$ cat src/rtl/reg_file_pkg.sv
// Shared defaults and types for the reg_file register bank.
package reg_file_pkg;

    localparam int REGISTER_COUNT  = 32;
    localparam int REGISTER_WIDTH  = 32;
    localparam int REG_INDEX_WIDTH = 5;

    typedef logic [REGISTER_WIDTH-1:0] reg_data_t;

endpackage : reg_file_pkg

$ cat src/rtl/reg_file_rd_port.sv
// One combinational read port: index mux with register 0 forced to zero.
// Define REG_FILE_BYPASS_EN to forward same-cycle write data to the port.
module reg_file_rd_port
    import reg_file_pkg::*;
#(
    parameter int REGISTER_COUNT  = reg_file_pkg::REGISTER_COUNT,
    parameter int REGISTER_WIDTH  = reg_file_pkg::REGISTER_WIDTH,
    parameter int REG_INDEX_WIDTH = reg_file_pkg::REG_INDEX_WIDTH
) (
    input  logic [REGISTER_COUNT-1:0][REGISTER_WIDTH-1:0] regs,
    input  logic [REG_INDEX_WIDTH-1:0]                    rd_index,
`ifdef REG_FILE_BYPASS_EN
    input  logic                                          rst,
    input  logic                                          wr_en,
    input  logic [REG_INDEX_WIDTH-1:0]                    wr_index,
    input  logic [REGISTER_WIDTH-1:0]                     wr_data,
`endif
    output logic [REGISTER_WIDTH-1:0]                     rd_data
);

    logic [REGISTER_WIDTH-1:0] rd_data_s;

    // Select the addressed register, zero for index 0, forwarded data when bypassing
    always_comb begin
        rd_data_s = {REGISTER_WIDTH{1'b0}};
        if (rd_index == {REG_INDEX_WIDTH{1'b0}}) begin
            rd_data_s = {REGISTER_WIDTH{1'b0}};
        end
`ifdef REG_FILE_BYPASS_EN
        else if (wr_en && !rst && (wr_index != {REG_INDEX_WIDTH{1'b0}}) &&
                 (wr_index == rd_index)) begin
            rd_data_s = wr_data;
        end
`endif
        else begin
            rd_data_s = regs[rd_index];
        end
    end

    assign rd_data = rd_data_s;

endmodule : reg_file_rd_port

$ cat src/rtl/reg_file.sv
// Two-read, one-write register file with hardwired-zero register 0.
// Optional write-to-read forwarding is enabled by defining REG_FILE_BYPASS_EN.
module reg_file
    import reg_file_pkg::*;
#(
    parameter int REGISTER_COUNT  = reg_file_pkg::REGISTER_COUNT,
    parameter int REGISTER_WIDTH  = reg_file_pkg::REGISTER_WIDTH,
    parameter int REG_INDEX_WIDTH = reg_file_pkg::REG_INDEX_WIDTH
) (
    input  logic                       clk,
    input  logic                       rst,
    input  logic                       wr_en,
    input  logic [REG_INDEX_WIDTH-1:0] wr_reg_index,
    input  logic [REGISTER_WIDTH-1:0]  wr_reg_data,
    input  logic [REG_INDEX_WIDTH-1:0] rd_reg_index_1,
    input  logic [REG_INDEX_WIDTH-1:0] rd_reg_index_2,
    output logic [REGISTER_WIDTH-1:0]  reg_data_1,
    output logic [REGISTER_WIDTH-1:0]  reg_data_2
);

    logic [REGISTER_COUNT-1:0][REGISTER_WIDTH-1:0] regs_r;

    // Register storage: reset clears everything and takes priority over writes
    always_ff @(posedge clk) begin
        if (rst) begin
            regs_r <= {(REGISTER_COUNT*REGISTER_WIDTH){1'b0}};
        end else if (wr_en && (wr_reg_index != {REG_INDEX_WIDTH{1'b0}})) begin
            regs_r[wr_reg_index] <= wr_reg_data;
        end
    end

    reg_file_rd_port #(
        .REGISTER_COUNT (REGISTER_COUNT),
        .REGISTER_WIDTH (REGISTER_WIDTH),
        .REG_INDEX_WIDTH(REG_INDEX_WIDTH)
    ) u_rd_port_1 (
        .regs    (regs_r),
        .rd_index(rd_reg_index_1),
`ifdef REG_FILE_BYPASS_EN
        .rst     (rst),
        .wr_en   (wr_en),
        .wr_index(wr_reg_index),
        .wr_data (wr_reg_data),
`endif
        .rd_data (reg_data_1)
    );

    reg_file_rd_port #(
        .REGISTER_COUNT (REGISTER_COUNT),
        .REGISTER_WIDTH (REGISTER_WIDTH),
        .REG_INDEX_WIDTH(REG_INDEX_WIDTH)
    ) u_rd_port_2 (
        .regs    (regs_r),
        .rd_index(rd_reg_index_2),
`ifdef REG_FILE_BYPASS_EN
        .rst     (rst),
        .wr_en   (wr_en),
        .wr_index(wr_reg_index),
        .wr_data (wr_reg_data),
`endif
        .rd_data (reg_data_2)
    );

endmodule : reg_file

$ cat config.mk
export PLATFORM = sky130hd
export DESIGN_NAME = reg_file
export DESIGN_NICKNAME = d
export VERILOG_FILES = /design/src/rtl/reg_file_pkg.sv /design/src/rtl/reg_file_rd_port.sv /design/src/rtl/reg_file.sv
export SDC_FILE = /design/constraint.sdc
export NUM_CORES = 2
export LEC_CHECK = 0
export BUFFER_PORTS_ARGS = -buffer_cell sky130_fd_sc_hd__clkbuf_2
export CAP_MARGIN = 20
export CORE_MARGIN = 3
export CORE_UTILIZATION = 50
export CTS_CLUSTER_SIZE = 14
export DETAILED_ROUTE_END_ITERATION = 10
export PLACE_DENSITY = 0.76
export SYNTH_ARGS = -nofsm -noshare
export SYNTH_HDL_FRONTEND = slang
export SYNTH_SLANG_ARGS = --single-unit
export TNS_END_PERCENT = 100
$ cat constraint.sdc
create_clock -name clk -period 2 [get_ports clk]
set_clock_uncertainty 0.2 [all_clocks]
set_input_delay 0.1 -clock clk [delete_from_list [all_inputs] [get_ports clk]]
set_output_delay 0.1 -clock clk [all_outputs]
set_load 0.01 [all_outputs]
### After elaboration in Yosys (flattened, before gate mapping)

Cells that the tools add are included.

| storage, ports and cells | value |
|---|---|
| word-level logic and storage cells | 50 |
| register bits after elaboration | 1024 |
| bits of input ports | 50 |
| output and inout bits | 64 |

| operators by class | value |
|---|---|
| reductions and logical operators | 5 |
| mux-type cells | 9 |
| $lt $le $gt $ge | 4 |

Operator list:

| operator | count |
|---|---|
| bitwise mux 1024 bit | 1 |
| binary-select mux 32 bit (select 5 bit) | 2 |
| demux 32 bit (select 5 bit) | 1 |
| 2-to-1 mux 32 bit | 5 |
| less-than comparator 5 x 6 -> 1 bit (second input constant) | 3 |
| zero test 5 bit | 2 |
| >= comparator 5 x 1 -> 1 bit (second input constant) | 1 |
| nonzero test 5 bit | 1 |
| logical AND 1 bit | 2 |

### Depth between registers and ports, before layout

| depth | value |
|---|---|
| word-level depth | 5 |
| depth in mapped cells | 9 |
| gate-level depth less buffers | 4 |

### By module

A second synthesis with hierarchy kept.

| second synthesis, totals | value |
|---|---|
| cell total of the unflattened synthesis | 4760 |
| area, all modules | 55751.0 sq um |

By module, submodules not included:

| module | area each (sq um) | cells an instance | times used | sequential area each (sq um) |
|---|---|---|---|---|
| reg_file | 39014.9 | 3432 | 1 | 20499.7 |
| reg_file_rd_port | 8368.0 | 664 | 2 | 0.0 |

### Worst setup path after synthesis

OpenSTA, ideal clock, no wires.

| path | value |
|---|---|
| path type | input-to-output |
| start | input rd_reg_index_1[0] |
| end | output reg_data_1[15] |
| required time | 1.700 ns |
| buffers on the path | 4 |
| path slack | 0.107 ns |
| data arrival time | 1.593 ns |
| stages | 7 |
| cell sequence | buf_4 > buf_12 > buf_12 > buf_2 > mux4_2 > o21ai_1 > a31oi_1 |

| on the way | value |
|---|---|
| word-level cells in the longest chain between the ends | 3 |
| elaborated cells between the ends (all ways) | 4 |
| those cells by class | 3 x mux; 1 x reduce/logical |

Ends and longest elaborated chain:

| item | RTL line | source |
|---|---|---|
| start, declared | reg_file.sv:15 | `input logic [REG_INDEX_WIDTH-1:0] rd_reg_index_1,` |
| binary-select mux 32 bit (select 5 bit) | reg_file_rd_port.sv:36 | `rd_data_s = regs[rd_index];` |
| 2-to-1 mux 32 bit (not written as such) | reg_file_rd_port.sv:36 |  |
| 2-to-1 mux 32 bit (*) | reg_file_rd_port.sv:26 | `if (rd_index == {REG_INDEX_WIDTH{1'b0}}) begin` |
| end, declared | reg_file.sv:17 | `output logic [REGISTER_WIDTH-1:0] reg_data_1,` |

Mark *: on every way between the ends. The rest lies on a longest branch, timed or not. The select of a mux whose other input is x is not followed.

### Final worst setup path

| path | value |
|---|---|
| start | register regs_r[430] (netlist name) |
| end | output reg_data_1[14] |

| on the way | value |
|---|---|
| word-level cells in the longest chain between the ends | 3 |

Ends and longest elaborated chain:

| item | RTL line | source |
|---|---|---|
| start, declared | reg_file.sv:21 | `logic [REGISTER_COUNT-1:0][REGISTER_WIDTH-1:0] regs_r;` |
| start signal, assigned | reg_file.sv:26 | `regs_r <= {(REGISTER_COUNT*REGISTER_WIDTH){1'b0}};` |
| start signal, assigned by index | reg_file.sv:28 | `regs_r[wr_reg_index] <= wr_reg_data;` |
| binary-select mux 32 bit (select 5 bit) | reg_file_rd_port.sv:36 |  |
| 2-to-1 mux 32 bit (not written as such) | reg_file_rd_port.sv:36 |  |
| 2-to-1 mux 32 bit | reg_file_rd_port.sv:26 |  |

Every way passes these cells. The select of a mux whose other input is x is not followed.

==> flow_summary.rst <==
.. list-table::
   :header-rows: 1

   * - Metric
     - Value
   * - Die area
     - 0.107 sq mm
   * - Synthesized area per cell
     - 8.87 sq um
   * - Vert. Die Dim
     - 328 microns
   * - Leak
     - 0.0214 uW
   * - Leading cell type by number of instances after synthesis
     - sky130_fd_sc_hd__nand2_1
   * - Total grt overflow
     - 0
   * - Number of clock buffers inserted by TritonCTS
     - 101
   * - Clock tree from TritonCTS
     - built
   * - Routed wirelength normalized by instance count
     - 27.9 microns
   * - Number of design-rule violations left by the first detailed-router iteration
     - 9404
   * - Count of max-cap constraint violations
     - 0
   * - Peak fanout along the critical path
     - 3
   * - Tot GR Track Use
     - 0.374
   * - Max clock buf depth
     - 3
   * - Maximum achievable frequency
     - 367 MHz
   * - Hold violation total from the final report
     - 0
   * - Number of non-filler instances in the completed layout
     - 7487
   * - Sort of element at the end of the critical path
     - output pin
   * - Proportion of synthesized chip area in sequential cells
     - 0.397
   * - Clk_lat worst skew
     - 0.67 ns
   * - CTS sink cnt
     - 1024
   * - Share of synthesized cell area in full adder, half adder and majority cells
     - 0
   * - Syn Nets
     - 5880
   * - Placed wire-length estimate
     - 132000 microns
   * - Vias in the first global route
     - 50000
   * - Total Nets Final
     - 6078
   * - Yosys warning count
     - 0
   * - Period utilization
     - 1.36
   * - Commonest cells post-synth
     - sky130_fd_sc_hd__nand2_1 (2054), sky130_fd_sc_hd__dfxtp_1 (1024), sky130_fd_sc_hd__a21oi_1 (992)
   * - Clock-pin transition on the worst setup and hold timing paths
     - 0.07 ns
   * - Unrepaired setup endpoints after global routing
     - yes
   * - Routed via count divided by cell count
     - 6.90
   * - Multiplexer fraction of the synthesized cell area
     - 0.239
   * - Switching fraction of total power
     - 0.257
   * - Core ar.
     - 0.102 sq mm
   * - Cell Pwr Density
     - 731 mW/mm^2
   * - Yosys cell types
     - 39
   * - Complex-gate fraction of the synthesized area
     - 0.144
   * - Count of flip-flops with a built-in enable after synthesis
     - 0
   * - Count of fill cells added during filler insertion
     - 7810
   * - Comb power frac
     - 0.110
   * - Fraction of synthesized cell area in xor and xnor cells
     - 0
   * - Simple logic cell fraction of the synthesized area
     - 0.165
   * - Worst EP arrival
     - 2.42 ns
   * - Most used DFF post-synth
     - sky130_fd_sc_hd__dfxtp_1
   * - Post-route worst setup slack
     - -0.724 ns
   * - Buffers added on ports
     - 113
   * - Register bank with the most flops
     - regs_r
   * - Clk Tree Root Cell
     - sky130_fd_sc_hd__clkbuf_16
   * - Area delta synth->final
     - 22.6%
   * - Dominant combinational cell family by area after synthesis
     - multiplexers
   * - Transition time of the tightest slew-check pin
     - 0.907 ns
   * - Share of total power in the clock network
     - 0.444
   * - Residual antenna-violating net count after detailed routing
     - 0
   * - Initial core utilization
     - 0.506
   * - Final count of negative-setup-slack endpoints
     - 64
   * - Switching component of the power
     - 11900 uW
   * - Initial antenna violation count
     - 5
   * - Detailed-route via count
     - 51700
   * - H-tree depth reported by CTS
     - 3
   * - Gate count after technology mapping
     - 5830
   * - Run status
     - complete, but fails checks
   * - Horiz. Die Dim
     - 328 microns
   * - Critical path start-end classification
     - flip-flop to output pin
   * - Area fraction of the dominant cell type after synthesis
     - 0.397
   * - Proportion of register bits with asynchronous set or reset after synthesis
     - 0
   * - Largest registers
     - regs_r x1024
   * - Post-route DRC violation count
     - 0
   * - Max-slew headroom
     - 0.395
   * - Setup Total Neg Slack
     - -36.25 ns
   * - Number of synthesized register bits
     - 1024
   * - Fraction of layout instances using a drive strength above 1
     - 0.294
   * - Max-slew violations
     - 0
   * - Placed cell count
     - 7256
   * - Power Total
     - 46300 uW
   * - Crit path launch type
     - flip-flop
   * - Last weighted congestion value of the routability-driven placer
     - 0.977
   * - Tightest Hold Check Type
     - input pin to flip-flop
   * - Leading cell types by total area after synthesis
     - sky130_fd_sc_hd__dfxtp_1 (40%), sky130_fd_sc_hd__mux4_2 (20%), sky130_fd_sc_hd__nand2_1 (15%)
   * - Cell type with the largest total area after synthesis
     - sky130_fd_sc_hd__dfxtp_1
   * - Maximum number of pins on one net before global-route repair
     - 113
   * - Netlist area before placement
     - 0.0517 sq mm
   * - Violated checks
     - setup timing
   * - Number of flip-flops under the largest register name
     - 1024
   * - Worst supply voltage drop on vdd
     - 798 uV
   * - I/O pin cnt
     - 114
   * - Part of the total power dissipated in sequential elements
     - 0.446
   * - Global-route wire length before repair
     - 306000 microns
   * - Shortest clock period the worst path allows after layout
     - 2.72 ns
   * - # rows
     - 117
   * - Internal power
     - 34400 uW
   * - Worst Path Required
     - 1.70 ns
   * - Routed wire length
     - 209000 microns
   * - Number of detailed-route iterations in the first pass
     - 9
## routing by layer
metal	part of all wire	track usage	up-vias	wire [microns]
met5	0	0	-	0
met4	0.080	0.256	0	16800
met3	0.16	0.136	1357	34400
met2	0.43	0.550	5011	89300
met1	0.33	0.456	24500	68500
li1	-	-	20800	-
## final cells by class
class,count,area [sq um],area share
multi-input combinational,4182,30000,0.474
sequential,1024,20700,0.327
tap,1368,1710,0.0270
timing repair buffer,717,7300,0.115
inverter,2,11.3,0.000178
antenna,7,17.5,0.000276
clock buffer,154,3180,0.0502
clock inverter,33,384,0.00606
## placed cells by master (no fill, tap or decap), types with 41 or more instances in the layout
| cell | synthesis | layout |
|---|---|---|
| sky130_fd_sc_hd__mux2i_1 | 192 | 168 |
| sky130_fd_sc_hd__dfxtp_2 | 0 | 198 |
| sky130_fd_sc_hd__a22oi_1 | 64 | 41 |
| sky130_fd_sc_hd__clkbuf_16 | 0 | 105 |
| sky130_fd_sc_hd__buf_12 | 5 | 153 |
| sky130_fd_sc_hd__buf_4 | 47 | 404 |
| sky130_fd_sc_hd__nor2b_1 | 71 | 52 |
| sky130_fd_sc_hd__nand2_1 | 2054 | 2029 |
| sky130_fd_sc_hd__dfxtp_1 | 1024 | 826 |
| sky130_fd_sc_hd__clkbuf_2 | 1 | 71 |
| sky130_fd_sc_hd__a21oi_1 | 992 | 992 |
| sky130_fd_sc_hd__mux4_2 | 448 | 448 |
## final timing paths
kind / startpoint / end / slack, ns / cells past startpoint
max: regs_r[430]$_SDFFE_PP0P_ / reg_data_1[14] / -0.72 / 5
min: wr_reg_index[1] / regs_r[651]$_SDFFE_PP0P_ / 0.06 / 5
max reg2reg: regs_r[748]$_SDFFE_PP0P_ / regs_r[748]$_SDFFE_PP0P_ / 0.62 / 3
min reg2reg: regs_r[966]$_SDFFE_PP0P_ / regs_r[966]$_SDFFE_PP0P_ / 0.26 / 2
## metrics by stage
step / utilization / hold slack, ns / cell area [sq um] / worst slack, ns
finish: 0.620 / 0.0561 / 63400 / -0.724
global placement: 0.564 / 0.249 / 57600 / -0.798
floorplan: - / 0.0360 / 51700 / 0.107
CTS: 0.615 / 0.00221 / 62800 / -0.672
global route: 0.620 / 0.0489 / 63400 / -0.748
detailed placement: 0.564 / 0.254 / 57600 / -0.709
## cells by family after synthesis
family	after synthesis
AO/OA/AOI/OAI	1325
buffers and inverters	624
flip-flops	1024
multiplexers	672
AND/OR/NAND/NOR	2185
## worst max-delay path, cell delays in order (launching register included)
cell                       delay (ns)
sky130_fd_sc_hd__dfxtp_1         0.39
sky130_fd_sc_hd__mux4_2          0.25
sky130_fd_sc_hd__mux2i_1         0.06
sky130_fd_sc_hd__a221o_1         0.48
sky130_fd_sc_hd__a31oi_2         0.36
sky130_fd_sc_hd__clkbuf_2        0.20
## power by group through the flow
stage          registers, uW  logic, uW  clock network, uW
2_1_floorplan          21100       2440                  0
3_3_place_gp           21100       4480                  0
4_1_cts                20600       4790              20400
3_5_place_dp           21100       4520                  0
5_1_grt                20700       5190              21200
6_report               20700       5110              20600
## what timing repair did
action	CTS	global route
resized for setup	389	189
hold endpoints to repair	1010	0
endpoints found under the setup margin	64	65
pin swaps	93	56
setup buffers	12	5
hold buffers	39	0
No activity file was read; power rests on OpenSTA's default activity.
